File: config.mk
export PLATFORM = sky130hd
export DESIGN_NAME = wide_to_narrow_sched
export DESIGN_NICKNAME = d
export VERILOG_FILES = /design/src/rtl/wide_to_narrow_sched_pkg.sv /design/src/rtl/wide_to_narrow.sv /design/src/rtl/wide_to_narrow_sched.sv
export SDC_FILE = /design/constraint.sdc
export NUM_CORES = 1
export LEC_CHECK = 0
export BUFFER_PORTS_ARGS = -buffer_cell sky130_fd_sc_hd__buf_2
export CORE_AREA = 2 2 487 489
export DETAILED_ROUTE_END_ITERATION = 8
export DIE_AREA = 0 0 489 491
export SLEW_MARGIN = 40
export SYNTH_ARGS = -nofsm -noshare
export SYNTH_HDL_FRONTEND = slang
export SYNTH_SLANG_ARGS = --single-unit
File: constraint.sdc
create_clock -name clk -period 20.1 [get_ports clk]
set_input_delay 2.01 -clock clk [delete_from_list [all_inputs] [get_ports clk]]
set_output_delay 2.01 -clock clk [all_outputs]
set_load 0.01 [all_outputs]
File: src/rtl/wide_to_narrow_sched_pkg.sv
// Shared types for the wide-to-narrow scheduler.
package wide_to_narrow_sched_pkg;

    // XSTATE is the unused encoding; the FSM falls back to IDLE from it.
    typedef enum logic [1:0] {
        IDLE   = 2'd0,
        FEED   = 2'd1,
        DRAIN  = 2'd2,
        XSTATE = 2'd3
    } sched_state_e;

endpackage

File: src/rtl/wide_to_narrow.sv
// One-line buffer that serialises a wide line into narrow beats,
// highest element first, trimming zero-keep tail elements of the last line.
module wide_to_narrow #(
    parameter int DATA_W = 64,
    parameter int KEEP_W = DATA_W / 8,
    parameter int ELS    = 4
) (
    input  logic                   clk,
    input  logic                   rst,
    input  logic                   i_val,
    input  logic [ELS*DATA_W-1:0]  i_data,
    input  logic [ELS*KEEP_W-1:0]  i_keep,
    input  logic                   i_last,
    output logic                   o_rdy,
    output logic                   o_val,
    output logic [DATA_W-1:0]      o_data,
    output logic [KEEP_W-1:0]      o_keep,
    output logic                   o_last,
    input  logic                   i_rdy
);
    localparam int IDX_W = $clog2(ELS);
    localparam logic [IDX_W-1:0] TOP_IDX = IDX_W'(ELS - 1);

    logic                   r_full;
    logic                   r_last;
    logic [IDX_W-1:0]       r_idx;
    logic [ELS*DATA_W-1:0]  r_data;
    logic [ELS*KEEP_W-1:0]  r_keep;

    logic w_lower_nz;
    logic w_beat_last;
    logic w_line_done;
    logic w_in_hs;
    logic w_out_hs;

    always_comb begin
        w_lower_nz = 1'b0;
        for (int j = 0; j < ELS; j++) begin
            if ((IDX_W'(j) < r_idx) && (|r_keep[j*KEEP_W +: KEEP_W])) begin
                w_lower_nz = 1'b1;
            end
        end
    end

    assign w_beat_last = r_last & ~w_lower_nz;
    assign w_line_done = (r_idx == '0) | w_beat_last;

    assign o_val  = r_full;
    assign o_data = r_data[r_idx*DATA_W +: DATA_W];
    assign o_keep = r_keep[r_idx*KEEP_W +: KEEP_W];
    assign o_last = r_full & w_beat_last;

    // A new line may load in the same cycle the current one finishes.
    assign o_rdy    = ~r_full | (i_rdy & w_line_done);
    assign w_in_hs  = i_val & o_rdy;
    assign w_out_hs = r_full & i_rdy;

    always_ff @(posedge clk) begin
        if (rst) begin
            r_full <= 1'b0;
            r_last <= 1'b0;
            r_idx  <= '0;
        end else if (w_in_hs) begin
            r_full <= 1'b1;
            r_last <= i_last;
            r_idx  <= TOP_IDX;
        end else if (w_out_hs) begin
            if (w_line_done) begin
                r_full <= 1'b0;
            end else begin
                r_idx <= r_idx - 1'b1;
            end
        end
    end

    always_ff @(posedge clk) begin
        if (w_in_hs) begin
            r_data <= i_data;
            r_keep <= i_keep;
        end
    end

endmodule

File: src/rtl/wide_to_narrow_sched.sv
// Packet-granular round-robin scheduler feeding one wide-to-narrow converter.
module wide_to_narrow_sched #(
    parameter int NUM_SRCS    = 4,
    parameter int OUT_DATA_W  = 64,
    parameter int OUT_KEEP_W  = OUT_DATA_W / 8,
    parameter int IN_DATA_ELS = 4
) (
    input  logic                                       clk,
    input  logic                                       rst,
    input  logic [NUM_SRCS-1:0]                        src_sched_val,
    input  logic [NUM_SRCS*IN_DATA_ELS*OUT_DATA_W-1:0] src_sched_data,
    input  logic [NUM_SRCS*IN_DATA_ELS*OUT_KEEP_W-1:0] src_sched_keep,
    input  logic [NUM_SRCS-1:0]                        src_sched_last,
    output logic [NUM_SRCS-1:0]                        sched_src_rdy,
    input  logic [NUM_SRCS-1:0]                        src_en_mask,
    output logic                                       sched_dst_val,
    output logic [OUT_DATA_W-1:0]                      sched_dst_data,
    output logic [OUT_KEEP_W-1:0]                      sched_dst_keep,
    output logic                                       sched_dst_last,
    input  logic                                       dst_sched_rdy,
    output logic [$clog2(NUM_SRCS)-1:0]                sched_dst_src_id,
    output logic                                       sched_busy
);
    import wide_to_narrow_sched_pkg::*;

    localparam int SRC_ID_W = $clog2(NUM_SRCS);
    localparam int LINE_W   = IN_DATA_ELS * OUT_DATA_W;
    localparam int LKEEP_W  = IN_DATA_ELS * OUT_KEEP_W;
    localparam logic [SRC_ID_W-1:0] LAST_SRC = SRC_ID_W'(NUM_SRCS - 1);

    sched_state_e         r_state;
    sched_state_e         w_next;
    logic [SRC_ID_W-1:0]  r_grant;
    logic [SRC_ID_W-1:0]  r_ptr;
    logic [SRC_ID_W-1:0]  w_winner;
    logic [NUM_SRCS-1:0]  w_elig;
    logic                 w_any;
    logic                 w_conv_val;
    logic                 w_conv_rdy;
    logic                 w_conv_last;
    logic [LINE_W-1:0]    w_conv_data;
    logic [LKEEP_W-1:0]   w_conv_keep;
    logic                 w_final_hs;

    // Lowest offset from ptr wins, so scan offsets high-to-low.
    function automatic logic [SRC_ID_W-1:0] rr_pick(
        input logic [NUM_SRCS-1:0] req,
        input logic [SRC_ID_W-1:0] ptr
    );
        logic [SRC_ID_W-1:0] pick;
        int j;
        pick = ptr;
        for (int k = NUM_SRCS - 1; k >= 0; k--) begin
            j = (int'(ptr) + k) % NUM_SRCS;
            if (req[j]) pick = SRC_ID_W'(j);
        end
        return pick;
    endfunction

    assign w_elig   = src_sched_val & src_en_mask;
    assign w_any    = |w_elig;
    assign w_winner = rr_pick(w_elig, r_ptr);

    assign w_conv_val  = (r_state == FEED) & src_sched_val[r_grant];
    assign w_conv_last = src_sched_last[r_grant];
    assign w_conv_data = src_sched_data[r_grant*LINE_W +: LINE_W];
    assign w_conv_keep = src_sched_keep[r_grant*LKEEP_W +: LKEEP_W];

    assign w_final_hs = sched_dst_val & dst_sched_rdy & sched_dst_last;

    always_comb begin
        sched_src_rdy = '0;
        if (r_state == FEED) sched_src_rdy[r_grant] = w_conv_rdy;
    end

    always_comb begin
        w_next = r_state;
        unique case (r_state)
            IDLE:    if (w_any) w_next = FEED;
            FEED:    if (w_conv_val && w_conv_rdy && w_conv_last) w_next = DRAIN;
            DRAIN:   if (w_final_hs) w_next = IDLE;
            default: w_next = IDLE;
        endcase
    end

    always_ff @(posedge clk) begin
        if (rst) begin
            r_state <= IDLE;
            r_grant <= '0;
            r_ptr   <= '0;
        end else begin
            r_state <= w_next;
            if (r_state == IDLE && w_any) r_grant <= w_winner;
            if (r_state == DRAIN && w_final_hs) begin
                r_ptr <= (r_grant == LAST_SRC) ? '0 : r_grant + 1'b1;
            end
        end
    end

    assign sched_busy       = (r_state != IDLE);
    assign sched_dst_src_id = r_grant;

    wide_to_narrow #(
        .DATA_W (OUT_DATA_W),
        .KEEP_W (OUT_KEEP_W),
        .ELS    (IN_DATA_ELS)
    ) u_w2n (
        .clk    (clk),
        .rst    (rst),
        .i_val  (w_conv_val),
        .i_data (w_conv_data),
        .i_keep (w_conv_keep),
        .i_last (w_conv_last),
        .o_rdy  (w_conv_rdy),
        .o_val  (sched_dst_val),
        .o_data (sched_dst_data),
        .o_keep (sched_dst_keep),
        .o_last (sched_dst_last),
        .i_rdy  (dst_sched_rdy)
    );

endmodule

; ---- Word-level counts from Yosys, hierarchy flattened
; Index checks and enable logic that the tools add are counted.
[totals]
in_bits = 1167
regBits = 298
elab_cells = 112
out_inout_bits = 81
[classes]
n_lt_le_gt_ge = 10
eq_ne = 7
n_reduce_logical = 25
n_shift = 4
mux = 37
n_bitwise = 16
add_sub_neg = 5
[op_table]
columns = cell, count
row1 = $shiftx A1024 B11 Y256, 1
row2 = $shiftx A256 B9 Y64, 1
row3 = $shiftx A128 B8 Y32, 1
row4 = $reduce_or A8 Y1, 4
row5 = $shiftx A32 B6 Y8, 1
row6 = $mux W2, 11
row7 = $mux W1, 17
row8 = $bmux W1 S2, 6
row9 = $lt A3 B4 Y1 const B, 3
row10 = $logic_and A1 B1 Y1, 9
row11 = $and A4 B4 Y4, 2
row12 = $and A1 B1 Y1, 7
row13 = $lt A2 B3 Y1 const B, 2
row14 = $ne A2 B2 Y1 const B, 3
row15 = $pmux W2 S3, 1
row16 = $reduce_bool A2 Y1, 3
row17 = $reduce_or A2 Y1, 3
row18 = $add A2 B1 Y2 const B, 2
row19 = $add A2 B2 Y2 const B, 2
row20 = $eq A2 B2 Y1 const B, 2
row21 = $logic_not A2 Y1, 2
row22 = $lt A1 B2 Y1 const A, 2
row23 = $lt A2 B2 Y1 const A, 2
row24 = $mux W4, 1
row25 = other kinds (11), 16

; ---- Longest topological paths before layout
[depth]
word_depth = 15
depth_mapped = 8

; ---- Hierarchy
; From an unflattened synthesis, not the netlist that was laid out.
[unflattened]
cells_unflattened = 824
hier_area_um2 = 18616.6
[modules_own_cells]
columns = module, area_each_um2, n_inst, seq_area_each_um2, cells_each
row1 = wide_to_narrow, 10666.5, 1, 8728.4, 413
row2 = wide_to_narrow_sched, 7950.1, 1, 120.1, 411

; ---- Least setup slack after synthesis
; Ideal clock, no wire load.
[synth_path]
kind = input port to flip-flop
start = in dst_sched_rdy
end = reg u_w2n.r_data[0] (enable)
required_time_ns = 18.989
arrival_ns = 17.772
path_stages = 3
setup_ns = 1.111
path_slack_ns = 1.217
cell_sequence = nand2_1 nand4b_1 a31oi_1
[synth_via]
elab_chain_len = 3
[synth_lines]
columns = element, line_no
row1 = start: declaration, wide_to_narrow_sched.sv:20  ; input logic dst_sched_rdy,
row2 = $and A1 B1 Y1, wide_to_narrow.sv:54  ; assign o_rdy = ~r_full | (i_rdy & w_line_done);
row3 = $or A1 B1 Y1, wide_to_narrow.sv:54
row4 = $and A1 B1 Y1, wide_to_narrow.sv:55  ; assign w_in_hs = i_val & o_rdy;
row5 = net u_w2n.w_in_hs, wide_to_narrow.sv:33  ; logic w_in_hs;
row6 = end signal: assignment, wide_to_narrow.sv:78  ; r_data <= i_data;
row7 = end: declaration, wide_to_narrow.sv:27  ; logic [ELS*DATA_W-1:0] r_data;
; The timed path passes the listed nets, and every way through them passes these cells.
; A chain may end at the register's enable or synchronous reset.

; ---- Final worst setup path
[layout_path]
start = reg u_w2n.r_idx[0]
end = out sched_dst_data[56]
[layout_via]
elab_chain_len = 1
[layout_lines]
columns = element, line_no
row1 = start: declaration, wide_to_narrow.sv:26  ; logic [IDX_W-1:0] r_idx;
row2 = start signal: assignment, wide_to_narrow.sv:71  ; r_idx <= r_idx - 1'b1;
row3 = $shiftx A256 B9 Y64, wide_to_narrow.sv:49  ; assign o_data = r_data[r_idx*DATA_W +: DATA_W];
row4 = end: declaration, wide_to_narrow_sched.sv:17  ; output logic [OUT_DATA_W-1:0] sched_dst_data,
; Every way passes these cells.

==> results.sh <==
export IMPL_antenna_found_initial=560
export IMPL_die_x_um=489
export IMPL_crit_path_top_delay_cell="mux4_2"
export IMPL_cellLeakagePower_nw=10.7
export IMPL_ys_seq_area_frac=0.492
export IMPL_cts_tree="done"
export IMPL_setup_tns_ns=0
export IMPL_yosysWarnings=0
export IMPL_cap_violations=0
export IMPL_route_detailed_wl_per_inst_um=41.6
export IMPL_crit_chain="buf_4, buf_4, mux4_2, buf_2"
export IMPL_synthesis_instances=833
export IMPL_overflow=0
export IMPL_vias=19500
export IMPL_worstPathRequired_ns=18.09
export IMPL_htreeDepth=2
export IMPL_port_buffers=1247
export IMPL_period_share=0.258
export IMPL_grt_max_degree=124
export IMPL_grt_pass1_vias=17700
export IMPL_wirelength_um=226000
export IMPL_drc=0
export IMPL_drive_gt1_frac=0.816
export IMPL_hold_class="register to register"
export IMPL_fin_util=0.128
export IMPL_clock_skew_final_ns=0.0382
export IMPL_ctsHoldBuffers=0
export IMPL_rows=178
export IMPL_cts_root_buf="clkbuf_16"
export IMPL_setup_violations=0
export IMPL_ios=1248
export IMPL_routed_via_density=3.58
export IMPL_period_minus_slack_ns=5.19
export IMPL_syn_avg_cell_area_um2=21.6
export IMPL_coreArea_um2=235000
export IMPL_synth_cell_type_count=38
export IMPL_firstDrtPassIters=5
export IMPL_drv_slew=0
export IMPL_start_util=0.0766
export IMPL_cp_max_fo=23
export IMPL_fin_cells=5435
export IMPL_crit_top_cell="buf_4"
export IMPL_post_cts_buffers=0
export IMPL_start_kind="register"
export IMPL_die_area_um2=240000
export IMPL_rsz0062_at_grt="no"
export IMPL_numClockSinks=298
export IMPL_dp_hpwl_um=206000
export IMPL_critical_path_arrival_ns=3.18
export IMPL_vdd_drop_max_mv=0.0554
export IMPL_end_kind="output port"
export IMPL_max_slew_margin=0.408
export IMPL_routabilityCongestion=1.04
export IMPL_syn2layout_area_growth_pct=66.8
export IMPL_holdPathStages=2
export IMPL_clk_latency_ns=0.68
export IMPL_max_freq_ghz=0.193
export IMPL_dp_cells=5174
export IMPL_grt_use_total=0.181
export IMPL_post_cts_resize_count=0
export IMPL_clkSlewWorstSetupHoldPaths_ns=0.07
export IMPL_status="finished clean"
export IMPL_synth_area_um2=18000
export IMPL_worstSetupPathType="register to output port"
export IMPL_ys_ff_latch=298
export IMPL_die_h_um=491
export IMPL_cts_path_max_buffers=3
export IMPL_r2r_cells=7
export IMPL_fin_nets=3242
export IMPL_power_density_nw_per_um2=77.4
export IMPL_slowest_delay_ns=0.59
export IMPL_drt_iter0_drc=2074
export IMPL_grt_pass1_wl_um=262000
export IMPL_tightest_slew_ns=0.888
export IMPL_ant_nets=0
export IMPL_syn_nets=2007
export IMPL_cts_made_buffers=41
export IMPL_finalHoldViolCount=0
-- synthesized netlist by cell type, drive strengths merged --
master | n | area share
mux4 | 362 | 0.45
edfxtp | 288 | 0.48
buf | 52 | 0.013
clkbuf | 30 | 0.0063
nand2 | 20 | 0.0042
dfxtp | 10 | 0.011
inv | 8 | 0.0017
and3 | 7 | 0.0024
ha | 7 | 0.0049
nor2 | 7 | 0.0015
o21ai | 6 | 0.0029
a21oi | 4 | 0.0011
or4 | 4 | 0.0023
nor4 | 3 | 0.0010
a31oi | 2 | 0.00070
and2 | 2 | 0.00070
nand3 | 2 | 0.00056
nand4 | 2 | 0.0015
nor2b | 2 | 0.00070
o2bb2ai | 2 | 0.00097
a2111oi | 1 | 0.00049
a211o | 1 | 0.00049
a311oi | 1 | 0.00049
a32oi | 1 | 0.00049
mux2 | 1 | 0.00063
mux2i | 1 | 0.00056
nand2b | 1 | 0.00035
nand4b | 1 | 0.00049
nor3 | 1 | 0.00028
nor4b | 1 | 0.0013
o21a | 1 | 0.00042
o221ai | 1 | 0.00049
o31ai | 1 | 0.00042
-- layout by cell type (no fill, tap or decap), types with 8 or more instances in the layout --
cell | netlist | layout
diode_2 | 0 | 185
edfxtp_1 | 288 | 288
inv_1 | 8 | 8
mux4_2 | 361 | 361
buf_4 | 0 | 13
clkbuf_16 | 0 | 42
buf_6 | 0 | 8
buf_2 | 36 | 1247
nand2_1 | 20 | 20
-- critical path: cells and delay by family, from the launching register on --
kind | cells | cell delay [ns]
buffers and inverters | 3 | 1.31
DFF | 1 | 0.49
muxes | 1 | 0.59
-- where the power goes --
group | leakage [nW] | internal [W] | total [W] | switching, W
logic | 7.28 | 0.000329 | 0.000687 | 0.000358
registers | 2.74 | 0.000790 | 0.000844 | 0.0000539
clock network | 0.661 | 0.000431 | 0.000790 | 0.000360
-- logic make-up after synthesis --
kind of cell,synth area share
compound gates,0.00898
fa+ha+maj,0.00487
buf+inv,0.0213
flops,0.492
mux,0.455
simple gates,0.0173
-- path summary, 6_finish.rpt --
| check | startpoint | to | slack (ns) |
|---|---|---|---|
| max | u_w2n.r_idx[0] | sched_dst_data[56] | 14.91 |
| max reg2reg | u_w2n.r_keep[7] | u_w2n.r_data[157] | 16.24 |
| min reg2reg | u_w2n.r_last | u_w2n.r_last | 0.53 |
| min | u_w2n.r_last | u_w2n.r_last | 0.53 |
-- final cells by class --
type / instances / area, um2
Antenna cell: 185 / 463
Clock buffer: 46 / 1070
Clock inverter: 29 / 317
Fill cell: 26400 / 205000
Inverter: 8 / 30.0
Multi-Input combinational cell: 445 / 8750
Sequential cell: 298 / 8860
Tap cell: 3150 / 3940
Timing Repair Buffer: 1274 / 6550
-- metal layers --
metal	GRT usage	share of wire	vias to the layer above
met5	0	0.011	-
met4	0.0649	0.051	364
met3	0.156	0.20	1027
met2	0.270	0.41	2299
met1	0.182	0.32	9142
li1	-	-	6642
-- sequential cells by signal, indices dropped and copies added, names as in the netlist --
name / cells
u_w2n.r_data: 256
u_w2n.r_keep: 32
r_ptr: 2
r_state: 2
sched_dst_src_id: 2
u_w2n.r_idx: 2
u_w2n.o_val: 1
u_w2n.r_last: 1
-- metrics by stage --
| step | hold WS (ns) | setup WS (ns) | power [W] | area (um2) |
|---|---|---|---|---|
| finish | 0.528 | 14.91 | 0.00232 | 30000 |
| global placement | 0.515 | 14.88 | 0.00153 | 28000 |
| detailed placement | 0.520 | 14.97 | 0.00155 | 28100 |
| floorplan | 0.482 | 1.22 | 0.00122 | 18000 |
| CTS | 0.524 | 14.71 | 0.00236 | 29500 |
| global route | 0.548 | 14.69 | 0.00240 | 29700 |
Note: power is estimated with default switching activity, not from simulation.
